`src/rtl/fp_arb_pkg.sv`:
```
// Shared types and helpers for the round-robin FP add/sub arbiter.
package fp_arb_pkg;

  localparam int FP_W        = 32;
  localparam int NUM_REQ_DEF = 4;
  localparam int MAX_REQ     = 8;
  localparam int TAG_W       = 3;

  typedef struct packed {
    logic [FP_W-1:0]  a;
    logic [FP_W-1:0]  b;
    logic             sub;
    logic [TAG_W-1:0] tag;
  } issue_rec_t;

  // Returns {found, index}; the search starts one past 'last' and wraps modulo n.
  function automatic logic [TAG_W:0] rr_next(input logic [MAX_REQ-1:0] elig,
                                             input logic [TAG_W-1:0]   last,
                                             input int unsigned        n);
    logic [TAG_W:0] pick;
    int unsigned    idx;
    pick = '0;
    for (int unsigned k = 1; k <= MAX_REQ; k++) begin
      idx = (32'(last) + k) % n;
      if (k <= n && !pick[TAG_W] && elig[idx]) pick = {1'b1, idx[TAG_W-1:0]};
    end
    return pick;
  endfunction

endpackage

```
`src/rtl/fp_addsub.sv`:
```
// Combinational IEEE-754 single-precision adder/subtractor, round-to-nearest-even.
module fp_addsub
  import fp_arb_pkg::*;
(
  input  logic [FP_W-1:0] a,
  input  logic [FP_W-1:0] b,
  input  logic            sub,
  output logic [FP_W-1:0] result
);

  logic        sb_eff, swap, sl, ss, rnd;
  logic        a_nan, b_nan, a_inf, b_inf;
  logic [7:0]  el, es, d;
  logic [23:0] ml, ms;
  logic [26:0] ms_ext, ms_al, lost_mask, n;
  logic [27:0] s;
  logic [9:0]  e;
  logic [4:0]  lz, shamt;
  logic [24:0] mant;
  logic [22:0] frac;

  always_comb begin
    sb_eff = b[31] ^ sub;
    a_nan  = (a[30:23] == 8'hFF) && (a[22:0] != '0);
    b_nan  = (b[30:23] == 8'hFF) && (b[22:0] != '0);
    a_inf  = (a[30:23] == 8'hFF) && (a[22:0] == '0);
    b_inf  = (b[30:23] == 8'hFF) && (b[22:0] == '0);

    // Order by magnitude so the aligned operand is always the smaller one.
    swap = b[30:0] > a[30:0];
    {sl, el, ml[22:0]} = swap ? {sb_eff, b[30:0]} : {a[31], a[30:0]};
    {ss, es, ms[22:0]} = swap ? {a[31], a[30:0]} : {sb_eff, b[30:0]};
    ml[23] = (el != 8'd0);
    ms[23] = (es != 8'd0);
    if (el == 8'd0) el = 8'd1;
    if (es == 8'd0) es = 8'd1;

    d         = el - es;
    ms_ext    = {ms, 3'b000};
    lost_mask = '0;
    if (d >= 8'd27) begin
      ms_al = {26'd0, |ms};
    end else begin
      lost_mask = ~({27{1'b1}} << d);
      ms_al     = (ms_ext >> d) | {26'd0, |(ms_ext & lost_mask)};
    end

    if (sl == ss) s = {1'b0, ml, 3'b000} + {1'b0, ms_al};
    else          s = {1'b0, ml, 3'b000} - {1'b0, ms_al};

    lz = '0;
    for (int unsigned i = 0; i < 27; i++) begin
      if (s[i]) lz = 5'(26 - i);
    end

    e     = {2'b00, el};
    shamt = '0;
    if (s[27]) begin
      n = {s[27:2], s[1] | s[0]};
      e = e + 10'd1;
    end else begin
      // Left shift stops at the minimum exponent so tiny results come out subnormal.
      shamt = ((e - 10'd1) < {5'd0, lz}) ? 5'(e - 10'd1) : lz;
      n     = s[26:0] << shamt;
      e     = e - {5'd0, shamt};
    end

    rnd  = n[2] & (n[1] | n[0] | n[3]);
    mant = {1'b0, n[26:3]} + {24'd0, rnd};
    if (mant[24]) begin
      e    = e + 10'd1;
      frac = mant[23:1];
    end else begin
      if (!mant[23]) e = '0;
      frac = mant[22:0];
    end

    if (a_nan || b_nan || (a_inf && b_inf && (a[31] != sb_eff))) result = 32'h7FC0_0000;
    else if (a_inf)                                              result = {a[31], 8'hFF, 23'd0};
    else if (b_inf)                                              result = {sb_eff, 8'hFF, 23'd0};
    else if (s == '0)                                            result = {a[31] & sb_eff, 31'd0};
    else if (e >= 10'd255)                                       result = {sl, 8'hFF, 23'd0};
    else                                                         result = {sl, e[7:0], frac};
  end

endmodule

```
`src/rtl/fp_addsub_arbiter.sv`:
```
// Round-robin arbiter sharing one fp_addsub core among NUM_REQ requesters,
// with a one-deep result slot per requester.
module fp_addsub_arbiter
  import fp_arb_pkg::*;
#(
  parameter int NUM_REQ = NUM_REQ_DEF,
  parameter int CNT_W   = 16
) (
  input  logic                    clk,
  input  logic                    rst,
  input  logic [NUM_REQ-1:0]      req_valid,
  output logic [NUM_REQ-1:0]      req_ready,
  input  logic [FP_W*NUM_REQ-1:0] req_a,
  input  logic [FP_W*NUM_REQ-1:0] req_b,
  input  logic [NUM_REQ-1:0]      req_sub,
  output logic [NUM_REQ-1:0]      rsp_valid,
  input  logic [NUM_REQ-1:0]      rsp_ready,
  output logic [FP_W*NUM_REQ-1:0] rsp_result,
  output logic                    busy,
  output logic [CNT_W-1:0]        op_count
);

  issue_rec_t                issue_q, issue_d;
  logic                      issue_valid_q, issue_valid_d;
  logic [TAG_W-1:0]          last_grant_q, last_grant_d;
  logic [NUM_REQ-1:0]        slot_full_q, slot_full_d;
  logic [FP_W*NUM_REQ-1:0]   slot_q, slot_d;
  logic [CNT_W-1:0]          op_count_q, op_count_d;

  logic [NUM_REQ-1:0]        inflight, eligible;
  logic [MAX_REQ-1:0]        elig_ext;
  logic [TAG_W:0]            pick;
  logic [FP_W-1:0]           fp_res;

  fp_addsub u_fp_addsub (
    .a      (issue_q.a),
    .b      (issue_q.b),
    .sub    (issue_q.sub),
    .result (fp_res)
  );

  always_comb begin
    inflight = '0;
    for (int unsigned i = 0; i < NUM_REQ; i++) begin
      inflight[i] = issue_valid_q && (issue_q.tag == TAG_W'(i));
    end
    eligible                = req_valid & ~inflight & ~slot_full_q;
    elig_ext                = '0;
    elig_ext[NUM_REQ-1:0]   = eligible;
    pick                    = rr_next(elig_ext, last_grant_q, NUM_REQ);
    req_ready               = '0;
    // Held in reset, no transfer may be acknowledged.
    for (int unsigned i = 0; i < NUM_REQ; i++) begin
      req_ready[i] = pick[TAG_W] && (pick[TAG_W-1:0] == TAG_W'(i)) && !rst;
    end
  end

  always_comb begin
    issue_d       = issue_q;
    issue_valid_d = |req_ready;
    last_grant_d  = last_grant_q;
    slot_full_d   = slot_full_q;
    slot_d        = slot_q;
    op_count_d    = op_count_q;
    for (int unsigned i = 0; i < NUM_REQ; i++) begin
      if (req_ready[i]) begin
        issue_d.a    = req_a[i*FP_W +: FP_W];
        issue_d.b    = req_b[i*FP_W +: FP_W];
        issue_d.sub  = req_sub[i];
        issue_d.tag  = TAG_W'(i);
        last_grant_d = TAG_W'(i);
      end
      if (slot_full_q[i] && rsp_ready[i]) begin
        slot_full_d[i] = 1'b0;
        op_count_d     = op_count_d + CNT_W'(1);
      end
      // Issue never targets a full slot, so drain and fill never collide on one index.
      if (issue_valid_q && (issue_q.tag == TAG_W'(i))) begin
        slot_full_d[i]            = 1'b1;
        slot_d[i*FP_W +: FP_W]    = fp_res;
      end
    end
  end

  always_ff @(posedge clk or posedge rst) begin
    if (rst) begin
      issue_q       <= '0;
      issue_valid_q <= 1'b0;
      last_grant_q  <= TAG_W'(NUM_REQ - 1);
      slot_full_q   <= '0;
      slot_q        <= '0;
      op_count_q    <= '0;
    end else begin
      issue_q       <= issue_d;
      issue_valid_q <= issue_valid_d;
      last_grant_q  <= last_grant_d;
      slot_full_q   <= slot_full_d;
      slot_q        <= slot_d;
      op_count_q    <= op_count_d;
    end
  end

  assign rsp_valid  = slot_full_q;
  assign rsp_result = slot_q;
  assign busy       = issue_valid_q | (|slot_full_q);
  assign op_count   = op_count_q;

endmodule

```
`config.mk`:
```
export PLATFORM = sky130hd
export DESIGN_NAME = fp_addsub_arbiter
export DESIGN_NICKNAME = d
export VERILOG_FILES = /design/src/rtl/fp_arb_pkg.sv /design/src/rtl/fp_addsub.sv /design/src/rtl/fp_addsub_arbiter.sv
export SDC_FILE = /design/constraint.sdc
export NUM_CORES = 1
export LEC_CHECK = 0
export CORE_MARGIN = 1
export CORE_UTILIZATION = 25
export CTS_BUF_LIST = sky130_fd_sc_hd__clkbuf_4
export DETAILED_ROUTE_END_ITERATION = 7
export PLACE_DENSITY = 0.46
export SLEW_MARGIN = 20
export SYNTH_ARGS = -nofsm -noshare
export SYNTH_HDL_FRONTEND = slang
export SYNTH_HIERARCHICAL = 1
export SYNTH_SLANG_ARGS = --single-unit
```
`constraint.sdc`:
```
create_clock -name clk -period 15.4 [get_ports clk]
set_clock_uncertainty 0.15 [all_clocks]
set_input_delay 4.62 -clock clk [delete_from_list [all_inputs] [get_ports clk]]
set_output_delay 4.62 -clock clk [all_outputs]
set_load 0.05 [all_outputs]
```
# Yosys cells after proc, flatten, opt, wreduce, memory -nomap -nowiden

Cells that the tools add are included.

Register bits: 219
Input port bits: 270
Output and inout bits: 153
Word-level logic and storage cells: 193

Magnitude comparators: 8
Shift operators: 3
Bitwise operators: 14
Reductions and logical operators: 51
Eq/ne operators: 10
Muxes and demuxes: 76
$add $sub $neg: 16

Operator list:

| cell                  | count |
|---|---|
| $mux 68               | 4 |
| $mux 32               | 6 |
| $mux 5                | 28 |
| $add 16x1->16 const B | 4 |
| $mux 16               | 4 |
| $mux 27               | 2 |
| $logic_not 23->1      | 2 |
| $reduce_bool 23->1    | 2 |
| $gt 31x31->1          | 1 |
| $mux 31               | 1 |
| $mux 10               | 3 |
| $add 27x27->28        | 1 |
| $logic_not 28->1      | 1 |
| $mux 28               | 1 |
| $sub 27x27->28        | 1 |
| $and 27x27->27        | 1 |
| $not 27->27           | 1 |
| $or 27x1->27          | 1 |
| $reduce_or 27->1      | 1 |
| $shl 27x5->27         | 1 |
| $shl 27x8->27 const A | 1 |
| $shr 27x8->27         | 1 |
| $add 24x1->25         | 1 |
| $logic_and 1x1->1     | 25 |
| other kinds (36)      | 84 |

# Longest topological paths before layout

Word-level depth: 56
Gate-level depth with buffers: 83
Depth with buffers taken out: 73

# Modules after synthesis

Netlist, hierarchy kept.

By module, submodules not included:

| module            | cells each | area each (sq um) | sequential area each (sq um) | instances |
|---|---|---|---|---|
| fp_addsub         | 2153       | 13947.1           | 0.0                          | 1 |
| fp_addsub_arbiter | 1149       | 11576.1           | 5457.7                       | 1 |

# Worst setup path after synthesis

No wires, ideal clock.

Kind: register to register
Start: register issue_q[62] (netlist name)
End: register slot_q[30], in the netlist rsp_result[30]
Period minus slack after synthesis: 16.870 ns
Path slack: -1.470 ns
Stages on the path, launching flop included: 77
Library setup time: 0.125 ns
Arrival time: 16.596 ns
Data required time: 15.125 ns
Path buffers: 15
Cells stage by stage: dfrtp_1 clkinv_1 ha_1 nand4_2 or4_1 buf_2 nor3_2 a21oi_2 nor2_2 buf_2 clkbuf_1 buf_1 clkbuf_1 buf_1 buf_1 nand2_1 o211ai_1 ha_1 (+41 left out) ha_1 inv_1 fa_1 a21oi_1 nand2_1 a31oi_1 xnor2_1 mux2i_1 nor2b_1 and3_1 nand4b_1 nor4_1 mux2i_1 a22oi_4 nand2b_1 buf_4 a311o_1 mux2_2

Word-level cells in the longest chain between the ends: 56
Elaborated cells between the ends (all ways): 80
Classes of those cells: add/sub (8); order compare (4); eq/ne (2); shift (3); mux (43); bitwise (7); reduce/logical (13)

RTL lines:

| what                               | line                             | source |
|---|---|---|
| start: declaration                 | fp_addsub_arbiter.sv:23          | `issue_rec_t issue_q, issue_d;` |
| start signal: assignment           | fp_addsub_arbiter.sv:94          | `issue_q <= issue_d;` |
| $gt 31x31->1                       | fp_addsub.sv:30                  | `swap = b[30:0] > a[30:0];` |
| $mux 32 (on tied branches)         | fp_addsub.sv:31, fp_addsub.sv:32 |  |
| $logic_not 8->1 (on tied branches) | fp_addsub.sv:35, fp_addsub.sv:36 |  |
| $mux 8 (on tied branches)          | fp_addsub.sv:35, fp_addsub.sv:36 |  |
| $sub 8x8->8                        | fp_addsub.sv:38                  | `d = el - es;` |
| $shl 27x8->27                      | fp_addsub.sv:44                  | `lost_mask = ~({27{1'b1}} << d);` |
| $not 27->27                        | fp_addsub.sv:44                  |  |
| $and 27x27->27                     | fp_addsub.sv:45                  | `ms_al = (ms_ext >> d) \| {26'd0, \|(ms_ext & lost_mask)};` |
| (+41 left out)                     | n/a                              |  |
| $mux 10                            | fp_addsub.sv:70                  | `if (mant[24]) begin` |
| $ge 10x8->1                        | fp_addsub.sv:82                  | `else if (e >= 10'd255) result = {sl, 8'hFF, 23'd0};` |
| $mux 31                            | fp_addsub.sv:82                  |  |
| $mux 32                            | fp_addsub.sv:81                  | `else if (s == '0) result = {a[31] & sb_eff, 31'd0};` |
| $mux 32                            | fp_addsub.sv:80                  | `else if (b_inf) result = {sb_eff, 8'hFF, 23'd0};` |
| $mux 32                            | fp_addsub.sv:79                  | `else if (a_inf) result = {a[31], 8'hFF, 23'd0};` |
| $mux 32 *                          | fp_addsub.sv:78                  | `if (a_nan \|\| b_nan \|\| (a_inf && b_inf && (a[31] != sb_eff))) result = 32'h7FC0_0000;` |
| named net fp_res[30]               | fp_addsub_arbiter.sv:33          | `logic [FP_W-1:0] fp_res;` |
| end signal: assignment             | fp_addsub_arbiter.sv:98          | `slot_q <= slot_d;` |
| end: declaration                   | fp_addsub_arbiter.sv:27          | `logic [FP_W*NUM_REQ-1:0] slot_q, slot_d;` |

The timed path passes the listed nets; every way through them passes the cells marked *.
A chain may end at the register's enable or synchronous reset.

# Worst setup path in the final report

Start: register issue_q[55] (netlist name)
End: register slot_q[116], in the netlist rsp_result[116]

Same word-level chain as after synthesis.

==> flow_summary.toml <==
[sta]
timing.hold.ws_ns = 0.347
period_needed_ns = 14.78
tns_ns = 0
setup_viol = 0
min_period_over_period_pct = 96.0
slew_headroom_pct = 14.7
max_freq_mhz = 67.7
tightest_slew_ns = 1.27
drv_slew = 0
finalHoldViolations = 0

[final_layout]
drive_above_1_share_pct = 24.4
nFillCells = 10700
mostFrequentLayoutCell = "nand2_1"
finalNetCount = 4408
finish.utilization_pct = 35.3
fin_area_sq_um = 35500
layout_common_cells = "nand2_1, clkdlybuf4s50_1, buf_4, o21ai_0, nor2_1"
syn2layout_area_growth_pct = 39.2

[clock_tree]
cts_tree = "yes"
cts_root_buf = "clkbuf_4"
clkSinkCount = 218
clock_latency_ns = 0.82
cts_buffer_depth = 3
cts-htree-levels = 3
cts_hold_buf = 0
numCtsBuffers = 66
clkTransAtPathRegs_ns = 0.06

[floorplan]
die-area_sq_um = 103000
core_sq_um = 101000
initial_core_util_pct = 25.4
rows = 116
die_h_microns = 322
die_x_microns = 322
ios = 423

[yosys]
ys_warn_count = 6
synthCells = 3302
yosysUniqueCellTypes = 135
syn_avg_cell_area_sq_um = 7.73
ys_top_cells_by_area = "dfrtp_1, mux2_2, nand2_1, o21ai_0, ha_1"
synth_ff_type = "dfrtp_1"
synth_edf_count = 0
yosysSeqAreaShare_pct = 21.4
synth_area_sq_um = 25500
yosysTopAreaCellShare_pct = 21.2
synthArstFlopShare_pct = 100
synth_seq_cells = 218
synth_top_area_cell = "dfrtp_1"
synth_fp_nets = 3680

[critical_path]
cp_data_arrival_time_ns = 15.31
crit_path_start_kind = "flip-flop"
cp_top_family = "simple AND/OR/NAND/NOR gates"
path_max_fanout = 10
crit_path_end_kind = "flip-flop"
slowest_stage = "a2111o_1"
critical_path_buf_inv_count = 11
worstPathRequired_ns = 15.93
cpMostUsedCell = "buf_4"
path_class = "reg2reg"
max_stage_delay_ns = 0.53

[detailed_routing]
top_layer_used = "met5"
vias = 28900
viasPerCell = 5.31
drt_iter0_markers = 2402
routedWlPerCell_microns = 21.9
wl_met3_microns = 8290
drt_first_pass_iters = 6
drcViolationCount = 0
finalWirelength_microns = 119000
drtAntennaViolNets = 0
wl_met2_microns = 54300
wl_met1_microns = 52900

[hold_path]
min_path_type = "reg2reg"

[global_routing]
grt_antenna_before_repair = 4
grt_overflow = 0
grt_max_degree = 101
grt_usage_pct = 22.3
first_global_vias = 28100
grt_pass1_wl_microns = 178000

[outcome]
status = "complete, no violations"

[place]
io_buffers = 422
dp_hpwl_microns = 95700
placed_area_sq_um = 34000
gp_congestion = 0.981

[flow_run]
max_cap_viol_count = 0
-- worst reg2reg max path, delay by kind of cell (launching register included) --
family          cells  cell delay [ns]
simple gates       25             5.28
compound gates     26             5.16
buf+inv            11             1.61
fa+ha+maj           5             1.37
mux                 2             0.53
flops               1             0.35
xor+xnor            1             0.29
-- synthesized netlist by cell type (all sizes together) (13+ instances only) --
cell type,count
a211o,16
a211oi,43
a21o,39
a21oi,196
a22oi,14
a31oi,38
and2,26
and3,35
buf,63
clkbuf,135
dfrtp,216
ha,105
inv,127
mux2,210
mux2i,57
mux4,17
nand2,443
nand2b,27
nand3,177
nand3b,15
nand4,59
nor2,242
nor2b,19
nor3,119
nor3b,13
nor4,40
o2111ai,16
o211a,13
o211ai,37
o21a,22
o21ai,294
o22ai,13
o31ai,20
or2,19
or3,36
or4,15
xnor2,74
xor2,43
-- per-stage QoR --
step                setup slack, ns  instances
finish                        0.623       5439
detailed placement          -0.0530       5308
CTS                          0.0201       5425
global placement             0.0746       5308
global route                -0.0761       5438
floorplan                    0.0505       3302
-- repair_timing --
action,CTS,global route
gates cloned,0,1
pin swaps,0,27
resized for setup,6,97
setup buffers,0,10
endpoints found under the setup margin,15,124
-- flip-flops by register name (all words and copies together), names as in the netlist --
name	flops
op_count	16
last_grant_q	2
issue_valid_q	1
rsp_result	128
issue_q	67
rsp_valid	4
-- final cells by class --
| type | instances | area, sq um | share of cell area [%] |
|---|---|---|---|
| multi-input combinational | 2758 | 19300 | 54.5 |
| timing repair buffer | 857 | 7640 | 21.5 |
| sequential | 218 | 5460 | 15.4 |
| tap | 1357 | 1700 | 4.78 |
| clock buffer | 102 | 766 | 2.16 |
| inverter | 129 | 493 | 1.39 |
| clock inverter | 15 | 110 | 0.310 |
| antenna | 3 | 7.51 | 0.0211 |
-- per-layer routing --
| layer | vias to the layer above | GRT usage, % |
|---|---|---|
| met1 | 13800 | 29.9 |
| met3 | 185 | 4.49 |
| met5 | - | 0 |
| met4 | 4 | 6.42 |
| met2 | 1105 | 36.0 |
| li1 | 13700 | - |
-- logic make-up (layout without fill, tap and decap cells) --
kind of cell               count (synthesis)  count (layout)  share of synthesized area, %
DFF                                      218             218                          21.4
and+or+nand+nor                         1321            1321                          26.0
AOI/OAI and AO/OA                        927             928                          24.7
muxes                                    284             284                          13.0
xor gates and xnor gates                 117             117                          4.10
other                                      0               3                             0
adders and majority gates                108             108                          5.38
buffers and inverters                    327            1103                          5.39
-- worst paths after layout --
path                                   from               to  slack, ns  depth (start not counted)
worst max-delay path            issue_q[55]  rsp_result[116]       0.62                         70
worst min-delay path             issue_q[3]       issue_q[3]       0.35                          2
worst max register to register  issue_q[55]  rsp_result[116]       0.62                         70
worst min register to register   issue_q[3]       issue_q[3]       0.35                          2
max in group asynchronous               rst   rsp_result[34]       9.13                          4
min in group asynchronous               rst     rsp_valid[3]       4.02                          2
Power is left out: the tool's default activity adds up to more than one toggle a clock period on the data nets, which glitch-free logic cannot reach.
